## src/rtl/latq_bank_write_sequencer.sv

```systemverilog
// Write sequencer for a latch-based register file: each accepted write drives D,
// opens one latch enable, then holds D, so D is stable across the transparent window.
module latq_bank_write_sequencer #(
  parameter int WIDTH     = 8,
  parameter int DEPTH     = 8,
  parameter int AW        = 3,
  parameter int SETUP_CYC = 1,
  parameter int OPEN_CYC  = 1,
  parameter int HOLD_CYC  = 1
) (
  input  logic             i_clk,
  input  logic             i_rst,
  input  logic             i_wr_valid,
  output logic             o_wr_ready,
  input  logic [AW-1:0]    i_wr_addr,
  input  logic [WIDTH-1:0] i_wr_data,
  output logic [WIDTH-1:0] o_lat_d,
  output logic [DEPTH-1:0] o_lat_e,
  output logic             o_busy,
  output logic             o_err
);

  localparam int MAXC = (SETUP_CYC > OPEN_CYC)
                      ? ((SETUP_CYC > HOLD_CYC) ? SETUP_CYC : HOLD_CYC)
                      : ((OPEN_CYC  > HOLD_CYC) ? OPEN_CYC  : HOLD_CYC);
  localparam int CW   = $clog2(MAXC + 1);

  typedef enum logic [1:0] {S_IDLE, S_SETUP, S_OPEN, S_HOLD} state_t;

  state_t           r_state;
  logic [CW-1:0]    r_cnt;
  logic [AW-1:0]    r_addr;
  logic [WIDTH-1:0] r_lat_d;
  logic [DEPTH-1:0] r_lat_e;
  logic             r_busy;
  logic             r_err;
  logic [DEPTH-1:0] w_onehot;
  logic             w_accept;
  logic             w_last;

  assign o_wr_ready = (r_state == S_IDLE) && !i_rst;
  assign w_accept   = i_wr_valid && o_wr_ready;
  assign w_last     = (r_cnt == CW'(1));

  // An out-of-range address matches no index below DEPTH, so LAT_E stays 0 for it.
  always_comb begin
    w_onehot = '0;
    for (int i = 0; i < DEPTH; i++)
      w_onehot[i] = (r_addr == AW'(i));
  end

  always_ff @(posedge i_clk) begin
    if (i_rst) begin
      r_state <= S_IDLE;
      r_cnt   <= '0;
      r_addr  <= '0;
      r_lat_d <= '0;
      r_lat_e <= '0;
      r_busy  <= 1'b0;
      r_err   <= 1'b0;
    end else begin
      r_err <= 1'b0;
      case (r_state)
        S_IDLE: begin
          if (w_accept) begin
            r_state <= S_SETUP;
            r_cnt   <= CW'(SETUP_CYC);
            r_addr  <= i_wr_addr;
            r_lat_d <= i_wr_data;
            r_busy  <= 1'b1;
            r_err   <= ({1'b0, i_wr_addr} >= (AW+1)'(DEPTH));
          end
        end
        S_SETUP: begin
          if (w_last) begin
            r_state <= S_OPEN;
            r_cnt   <= CW'(OPEN_CYC);
            r_lat_e <= w_onehot;
          end else begin
            r_cnt <= r_cnt - CW'(1);
          end
        end
        S_OPEN: begin
          if (w_last) begin
            r_state <= S_HOLD;
            r_cnt   <= CW'(HOLD_CYC);
            r_lat_e <= '0;
          end else begin
            r_cnt <= r_cnt - CW'(1);
          end
        end
        S_HOLD: begin
          if (w_last) begin
            r_state <= S_IDLE;
            r_cnt   <= '0;
            r_busy  <= 1'b0;
          end else begin
            r_cnt <= r_cnt - CW'(1);
          end
        end
        default: begin
          r_state <= S_IDLE;
          r_lat_e <= '0;
          r_busy  <= 1'b0;
        end
      endcase
    end
  end

  assign o_lat_d = r_lat_d;
  assign o_lat_e = r_lat_e;
  assign o_busy  = r_busy;
  assign o_err   = r_err;

endmodule

```

## config.mk

```make
export PLATFORM = sky130hd
export DESIGN_NAME = latq_bank_write_sequencer
export DESIGN_NICKNAME = d
export VERILOG_FILES = /design/src/rtl/latq_bank_write_sequencer.sv
export SDC_FILE = /design/constraint.sdc
export NUM_CORES = 1
export LEC_CHECK = 0
export ABC_CLOCK_PERIOD_IN_PS = 3600
export BUFFER_PORTS_ARGS = -buffer_cell sky130_fd_sc_hd__buf_2
export CAP_MARGIN = 5
export CORE_MARGIN = 8
export CORE_UTILIZATION = 40
export DETAILED_ROUTE_END_ITERATION = 8
export PLACE_DENSITY = 0.65
export SLEW_MARGIN = 20
export SYNTH_ARGS = -nofsm -noshare
export SYNTH_HDL_FRONTEND = slang
export SYNTH_SLANG_ARGS = --single-unit
```

## constraint.sdc

```tcl
create_clock -name i_clk -period 3.6 [get_ports i_clk]
set_clock_uncertainty 0.05 [all_clocks]
set_input_delay 0.9 -clock i_clk [delete_from_list [all_inputs] [get_ports i_clk]]
set_output_delay 0.9 -clock i_clk [all_outputs]
set_load 0.01 [all_outputs]
```

==> results.md, run 1 <==
* Main combinational cell family by area after synthesis: simple AND/OR/NAND/NOR gates
* Core area at 2480 sq um
* Hold Crit Class: flop to flop
* Status: finished clean
* DRC at 0
* Antenna Nets Post-Route at 0
* Critical path capture point type: output pin
* Total power at 722 uW
* Relative slew slack at roughly 58%
* Sequential cell area at between 400 and 500 sq um
* CP max stage cell: buf_2
* Worst path bufs/invs at 2
* DR vias at between 800 and 900
* Routed wire per std cell at 11.7 microns
* Met1 usage in global routing at a little under an eighth
* Syn Inst Count at 121
* Mux cell area share after synthesis at ~1.9%
* Syn nets at 140
* IO Pins at 33
* Via-to-Cell Ratio at ~4.8
* Post-synthesis area per instance at between 8 and 9 sq um
* Vias in the first global route at 894
* Post-CTS setup buffer count at 0
* Sequential cell area fraction in the yosys report at around 44%
* Pins Over Slew Limit at 0
* Fmax at 413 MHz
* Overall die height at 67.2 microns
* Placed instance area at between 1000 and 1500 sq um
* # diodes at 0
* Final Cell Area at around 1200 sq um
* Detailed Routing Iterations Pass 1 at 4
* Fraction of the mapped netlist area in adder cells at 5.97%
* Pre-CTS setup slack at between 1 and 1.5 ns
* WS Path Type: input pin to output pin
* Met2 Use GR at 16.8%
* Worst-Skew Late Latency at between 0.3 and 0.4 ns
* Reg2Reg Depth at 4
* Final worst slack at around 1.2 ns
* R2R Path Start: r_state[0]$_SDFFE_PP0P_
* Levels on crit path at 3
* Nets at 170
* Post-route insts no fill at 180
* Area delta synth->final at 18.3%
* Cell family with most CP delay: buffers and inverters
* CTS H-tree depth at 1
* FP Rows at 18
* Fin util at between 50% and 60%
* Multi-input gate area at ~550 sq um
* Max IR drop VDD at about 0.00039 V
* Post-synth EDFFs at 0
* Area share of the largest cell type after synthesis at a little over two fifths
* Grt peak-use layer: met2
* Routability congestion estimate at just over 0.7
* Port Buffers at 31
* Critical Path AT at 1.47 ns
* Fill cells at ~250
* Hold_buf cts at 0
* CP peak stage delay at about 0.33 ns
* Post-synthesis compound-gate area fraction at approximately 16%
* DP Wirelength at about 1600 microns
* Most frequent CP cell: buf_2
* Pin count of the biggest net entering global routing at 29
* Reg2reg end: o_lat_d[7]$_SDFFE_PP0P_
* CTS tree: yes
* Worst slew pin tran at between 0.6 and 0.7 ns
* GRT Overall Usage at 10.1%
* Leakage dissipation at 0.536 nW
* DRT iter0 DRCs at 46
* Crit path max fanout at 28
* Share of layout cells above drive strength 1 at between 20% and 30%
* Number of library cell types mapped by synthesis at 27
* Final hold violations at 0
* Setup crit end: o_wr_ready
* Fraction of registers with async set/reset at 0%
* Cell taking the most area after synthesis: dfxtp_1
* Die W at approximately 67 microns
* Mapped Area at 1050 sq um
* Hold WS at 0.411 ns
* CTS max path bufs at 2
* Worst-path clk slew at 0.12 ns
* Post-synth top cells: dfxtp_1 (23), nand2_1 (19), nand2b_1 (14), a21oi_1 (10), o21ai_0 (8)
* Pwr Density at ~580 nW/um^2
* Post-Synth Simple-Gate Area at a little over a quarter
* Hold path cells at 2
* Xor/xnor share of the synthesized area at 0%
* Most frequent cell after synthesis: dfxtp_1
* Initial core utilization at between 40% and 50%
* Worst setup SP type: input pin
* R2R setup slack at 1.86 ns
* Fin crit share at 67.3%
* Met3 Track Usage GR at under 10%
* Synth area leaders: dfxtp_1 (44%), nand2b_1 (8.4%), nand2_1 (6.8%)
* Root Driver: clkbuf_4
* CP startpoint: i_rst
* Ys flop type: dfxtp_1
* Num Clock Sinks at 23
* Antenna violations before repair at 0
* Gr ovfl total at 0
* Dpl cells at 176
* Register bit total from synthesis at 23
* Post_cts resized at 0
* Die area at between 4000 and 5000 sq um
* First-pass GRT wire length at 3720 microns
* RSZ-0062 raised after global routing: false
* # setup viols final at 0
* Max-cap check violation count at 0
* Yosys Warn Count at 0
* Crit path cell chain: buf_2, nor2b_1, buf_2
* Worst path required time at about 2.7 ns
* Setup tns final at 0 ns
* CTS buffer count at 3
* Detailed Route WL at about 2100 microns
* Period minus WS final at approximately 2.4 ns
logic make-up (layout without fill, tap and decap cells):
logic type	Yosys count	in the layout
other cells	1	1
flops	23	23
buf+inv	9	38
compound gates	28	28
mux	2	2
fa+ha+maj	5	5
simple gates	53	53
registers in the layout, summed over array words and instances (netlist names):
signal and flops:
o_lat_d 8, o_lat_e 8, r_addr 3, r_state 2, o_busy 1, r_cnt 1
worst min path at each step:
stage	from	to
after floorplan	r_addr[2]$_SDFFE_PP0P_	r_addr[2]$_SDFFE_PP0P_
after global placement	o_lat_e[3]$_SDFFE_PP0P_	o_lat_e[3]$_SDFFE_PP0P_
after detailed placement	o_lat_e[3]$_SDFFE_PP0P_	o_lat_e[3]$_SDFFE_PP0P_
after CTS	o_lat_e[3]$_SDFFE_PP0P_	o_lat_e[3]$_SDFFE_PP0P_
after global routing	o_lat_e[5]$_SDFFE_PP0P_	o_lat_e[5]$_SDFFE_PP0P_
final	o_lat_e[4]$_SDFFE_PP0P_	o_lat_e[4]$_SDFFE_PP0P_
layer usage:
layer  vias to the layer above  wire length (microns)
li1                        459                      -
met1                       389                    943
met2                        19                   1000
met3                         2                    140
met4                         0                     19
met5                         -                      0
worst reg2reg max path, stage by stage (launching register included):
cell	delay [ns]
dfxtp_1	0.37
inv_1	0.11
ha_1	0.29
and3b_1	0.61
o21ai_0	0.19
layout by cell type (no fill, tap or decap):
| cell type | n |
|---|---|
| a2111oi_0 | 1 |
| or2_2 | 1 |
| nor2b_1 | 5 |
| clkbuf_4 | 3 |
| or2_4 | 1 |
| a221oi_4 | 1 |
| buf_2 | 31 |
| a21oi_1 | 10 |
| o21a_1 | 1 |
| and2b_2 | 1 |
| nor2_1 | 2 |
| o21ai_0 | 8 |
| o21bai_1 | 1 |
| and3b_1 | 1 |
| nand2_1 | 19 |
| ha_1 | 5 |
| nand3_1 | 6 |
| o21ai_1 | 5 |
| mux2i_1 | 2 |
| inv_1 | 3 |
| nand2b_4 | 1 |
| dfxtp_1 | 23 |
| a211oi_1 | 1 |
| conb_1 | 1 |
| clkinvlp_4 | 1 |
| nand4_1 | 2 |
| nand2b_1 | 14 |
report_power, final:
part	internal [mW]	leakage, nW	switching [mW]
Combinational	0.120	0.334	0.147
Sequential	0.300	0.188	0.0340
Clock	0.0423	0.0139	0.0784
cell type report:
class	instances	area share, %
Clock buffer	3	1.82
Multi-Input combinational cell	89	44.0
Timing Repair Buffer	31	12.5
Sequential cell	23	37.1
Inverter	3	0.908
Tap cell	30	3.03
Clock inverter	1	0.605
No activity file was read; power rests on OpenSTA's default activity.
==> inputs of run 2 (changes only) <==
--- a/config.mk
+++ b/config.mk
@@ -5,13 +5,13 @@
 export SDC_FILE = /design/constraint.sdc
 export NUM_CORES = 1
 export LEC_CHECK = 0
-export ABC_CLOCK_PERIOD_IN_PS = 3600
+export ABC_CLOCK_PERIOD_IN_PS = 2200
 export BUFFER_PORTS_ARGS = -buffer_cell sky130_fd_sc_hd__buf_2
 export CAP_MARGIN = 5
 export CORE_MARGIN = 8
 export CORE_UTILIZATION = 40
 export DETAILED_ROUTE_END_ITERATION = 8
-export PLACE_DENSITY = 0.65
+export PLACE_DENSITY = 0.68
 export SLEW_MARGIN = 20
 export SYNTH_ARGS = -nofsm -noshare
 export SYNTH_HDL_FRONTEND = slang
==> constraint.sdc (replaced) <==
create_clock -name i_clk -period 2.2 [get_ports i_clk]
set_clock_uncertainty 0.05 [all_clocks]
set_input_delay 0.55 -clock i_clk [delete_from_list [all_inputs] [get_ports i_clk]]
set_output_delay 0.55 -clock i_clk [all_outputs]
set_load 0.01 [all_outputs]
==> results.md, run 2 (synthesized netlist as in run 1, its figures left out) <==
* Status: finished clean (unchanged)
* IO Pins at 33 (unchanged)
* Worst path required time at 1.60 ns (was 2.65 ns)
* CTS tree: yes (unchanged)
* DP Wirelength at 1690 microns (was 1610 microns)
* Final hold violations at 0 (unchanged)
* Worst-path clk slew at 0.13 ns (was 0.12 ns)
* Commonest non-fill, non-tap cell in the layout: buf_2 (unchanged)
* Leakage dissipation at 0.540 nW (was 0.536 nW)
* RSZ-0062 raised after global routing: false (unchanged)
* Die W at 67.2 microns (unchanged)
* Max-cap check violation count at 0 (unchanged)
* Num Clock Sinks at 23 (unchanged)
* Initial core utilization at 42.3% (unchanged)
* CP max stage cell: dfxtp_1 (was buf_2)
* Combinational cell fraction of total power at 37.7% (was 37.0%)
* R2R setup slack at 0.44 ns (was 1.86 ns)
* Port Buffers at 31 (unchanged)
* Routed wire per std cell at 12.0 microns (was 11.7 microns)
* Post-route insts no fill at 180 (unchanged)
* Post_cts resized at 0 (unchanged)
* Hold_buf cts at 0 (unchanged)
* Pin count of the biggest net entering global routing at 29 (unchanged)
* Via-to-Cell Ratio at 4.76 (was 4.83)
* CTS H-tree depth at 1 (unchanged)
* Root Driver: clkbuf_4 (unchanged)
* Dpl cells at 176 (unchanged)
* CTS max path bufs at 2 (unchanged)
* Seq pwr share at 46.0% (was 46.3%)
* CP peak stage delay at 0.36 ns (was 0.33 ns)
* Die area at 4520 sq um (unchanged)
* Vias in the first global route at 874 (was 894)
* Area delta synth->final at 18.0% (was 18.3%)
* DRT iter0 DRCs at 27 (was 46)
* Fin crit share at 92.6%
* Relative slew slack at 59.5% (was 57.6%)
* First-pass GRT wire length at 3730 microns (was 3720 microns)
* Int Power at 757 uW (was 463 uW)
* Max IR drop VDD at 0.000673 V (was 0.000391 V)
* DRC at 0 (unchanged)
* Detailed Routing Iterations Pass 1 at 4 (unchanged)
* Worst slew pin tran at 0.607 ns (was 0.635 ns)
* FP Rows at 18 (unchanged)
* # diodes at 0 (unchanged)
* Fraction of power spent switching nets at 36.3% (was 35.9%)
* Worst setup SP type: flop (was input pin)
* DR vias at 857 (was 869)
* Pins Over Slew Limit at 0 (unchanged)
* Setup tns final at 0 ns (unchanged)
* GRT Overall Usage at 10.5% (was 10.1%)
* Nets at 170 (unchanged)
* Worst-Skew Late Latency at 0.31 ns (about the same)
* Antenna Nets Post-Route at 0 (unchanged)
* Period minus WS final at 2.04 ns
* Critical path capture point type: output pin (unchanged)
* CTS buffer count at 3 (unchanged)
* Routability congestion estimate at 0.798 (was 0.724)
* Core area at 2480 sq um (unchanged)
* Total power at 1.19 mW (was 722 uW)
* Hold Crit Class: input pin to flop (was flop to flop)
* WS Path Type: flop to output pin (was input pin to output pin)
* Fmax at just under 500 MHz
* Crit path max fanout at 6 (was 28)
* # setup viols final at 0 (unchanged)
* Detailed Route WL at 2170 microns (was 2110 microns)
* Pwr Density at 960 nW/um^2 (was 582 nW/um^2)
* Most frequent cells in the layout: buf_2 (31), dfxtp_1 (23), nand2_1 (19) (unchanged)
* Overall die height at 67.2 microns (unchanged)
* Final worst slack at 0.164 ns (was 1.18 ns)
* Post-CTS setup buffer count at 0 (unchanged)
* Antenna violations before repair at 0 (unchanged)
* Share of layout cells above drive strength 1 at 26.7% (unchanged)
* Crit path cell chain: inv_1, ha_1, nor2b_1, buf_2 (was buf_2, nor2b_1, buf_2)
* Critical Path AT at 1.44 ns (was 1.47 ns)
* Pre-CTS setup slack at 0.334 ns (was 1.15 ns)
* Gr ovfl total at 0 (unchanged)
* NetSw at 431 uW (was 259 uW)
* Hold WS at 0.375 ns (was 0.411 ns)
* Clk pwr share at 16.2% (was 16.7%)
## run 2: per-stage QoR
step	utilization, %	instance area (sq um)
after floorplan	-	1050
after global placement	48.8	1210
after detailed placement	48.8	1210
after CTS	49.9	1240
after global routing	49.9	1240
final	49.9	1240
## run 2: area by class of cell
class | instances | area [sq um]
Clock buffer | 3 | 22.5
Clock inverter | 1 | 5.00
Fill cell | 258 | 1240
Inverter | 3 | 11.3
Multi-Input combinational cell | 89 | 546
Sequential cell | 23 | 460
Tap cell | 30 | 37.5
Timing Repair Buffer | 31 | 155
## run 2: layer usage
metal	vias to the layer above	routed length [microns]	share of wire, %	track usage [%]
met5	-	0	0	0
met4	0	17	0.78	2.35
met3	2	166	7.7	4.80
met2	17	1090	50	19.4
met1	378	897	41	10.6
li1	460	-	-	-
## run 2: worst max-delay path, delay by kind of cell, from the launching register on
family        cells  cell delay, ns
fa+ha+maj         1            0.32
buf+inv           2            0.27
flops             1            0.36
simple gates      1            0.19
## run 2: path summary, 6_finish.rpt
| kind | depth (start not counted) | from | to |
|---|---|---|---|
| min reg2reg | 2 | o_lat_e[6]$_SDFFE_PP0P_ | o_lat_e[6]$_SDFFE_PP0P_ |
| max reg2reg | 4 | r_state[0]$_SDFFE_PP0P_ | o_lat_d[0]$_SDFFE_PP0P_ |
| min | 3 | i_wr_data[4] | o_lat_d[4]$_SDFFE_PP0P_ |
| max | 4 | r_state[0]$_SDFFE_PP0P_ | o_wr_ready |
## run 2: power groups by stage
stage / logic, mW / registers (mW) / clock network [mW]
final: 0.448 / 0.547 / 0.193
after global routing: 0.506 / 0.561 / 0.218
after CTS: 0.455 / 0.548 / 0.200
after detailed placement: 0.453 / 0.557 / 0
after global placement: 0.435 / 0.552 / 0
after floorplan: 0.316 / 0.568 / 0
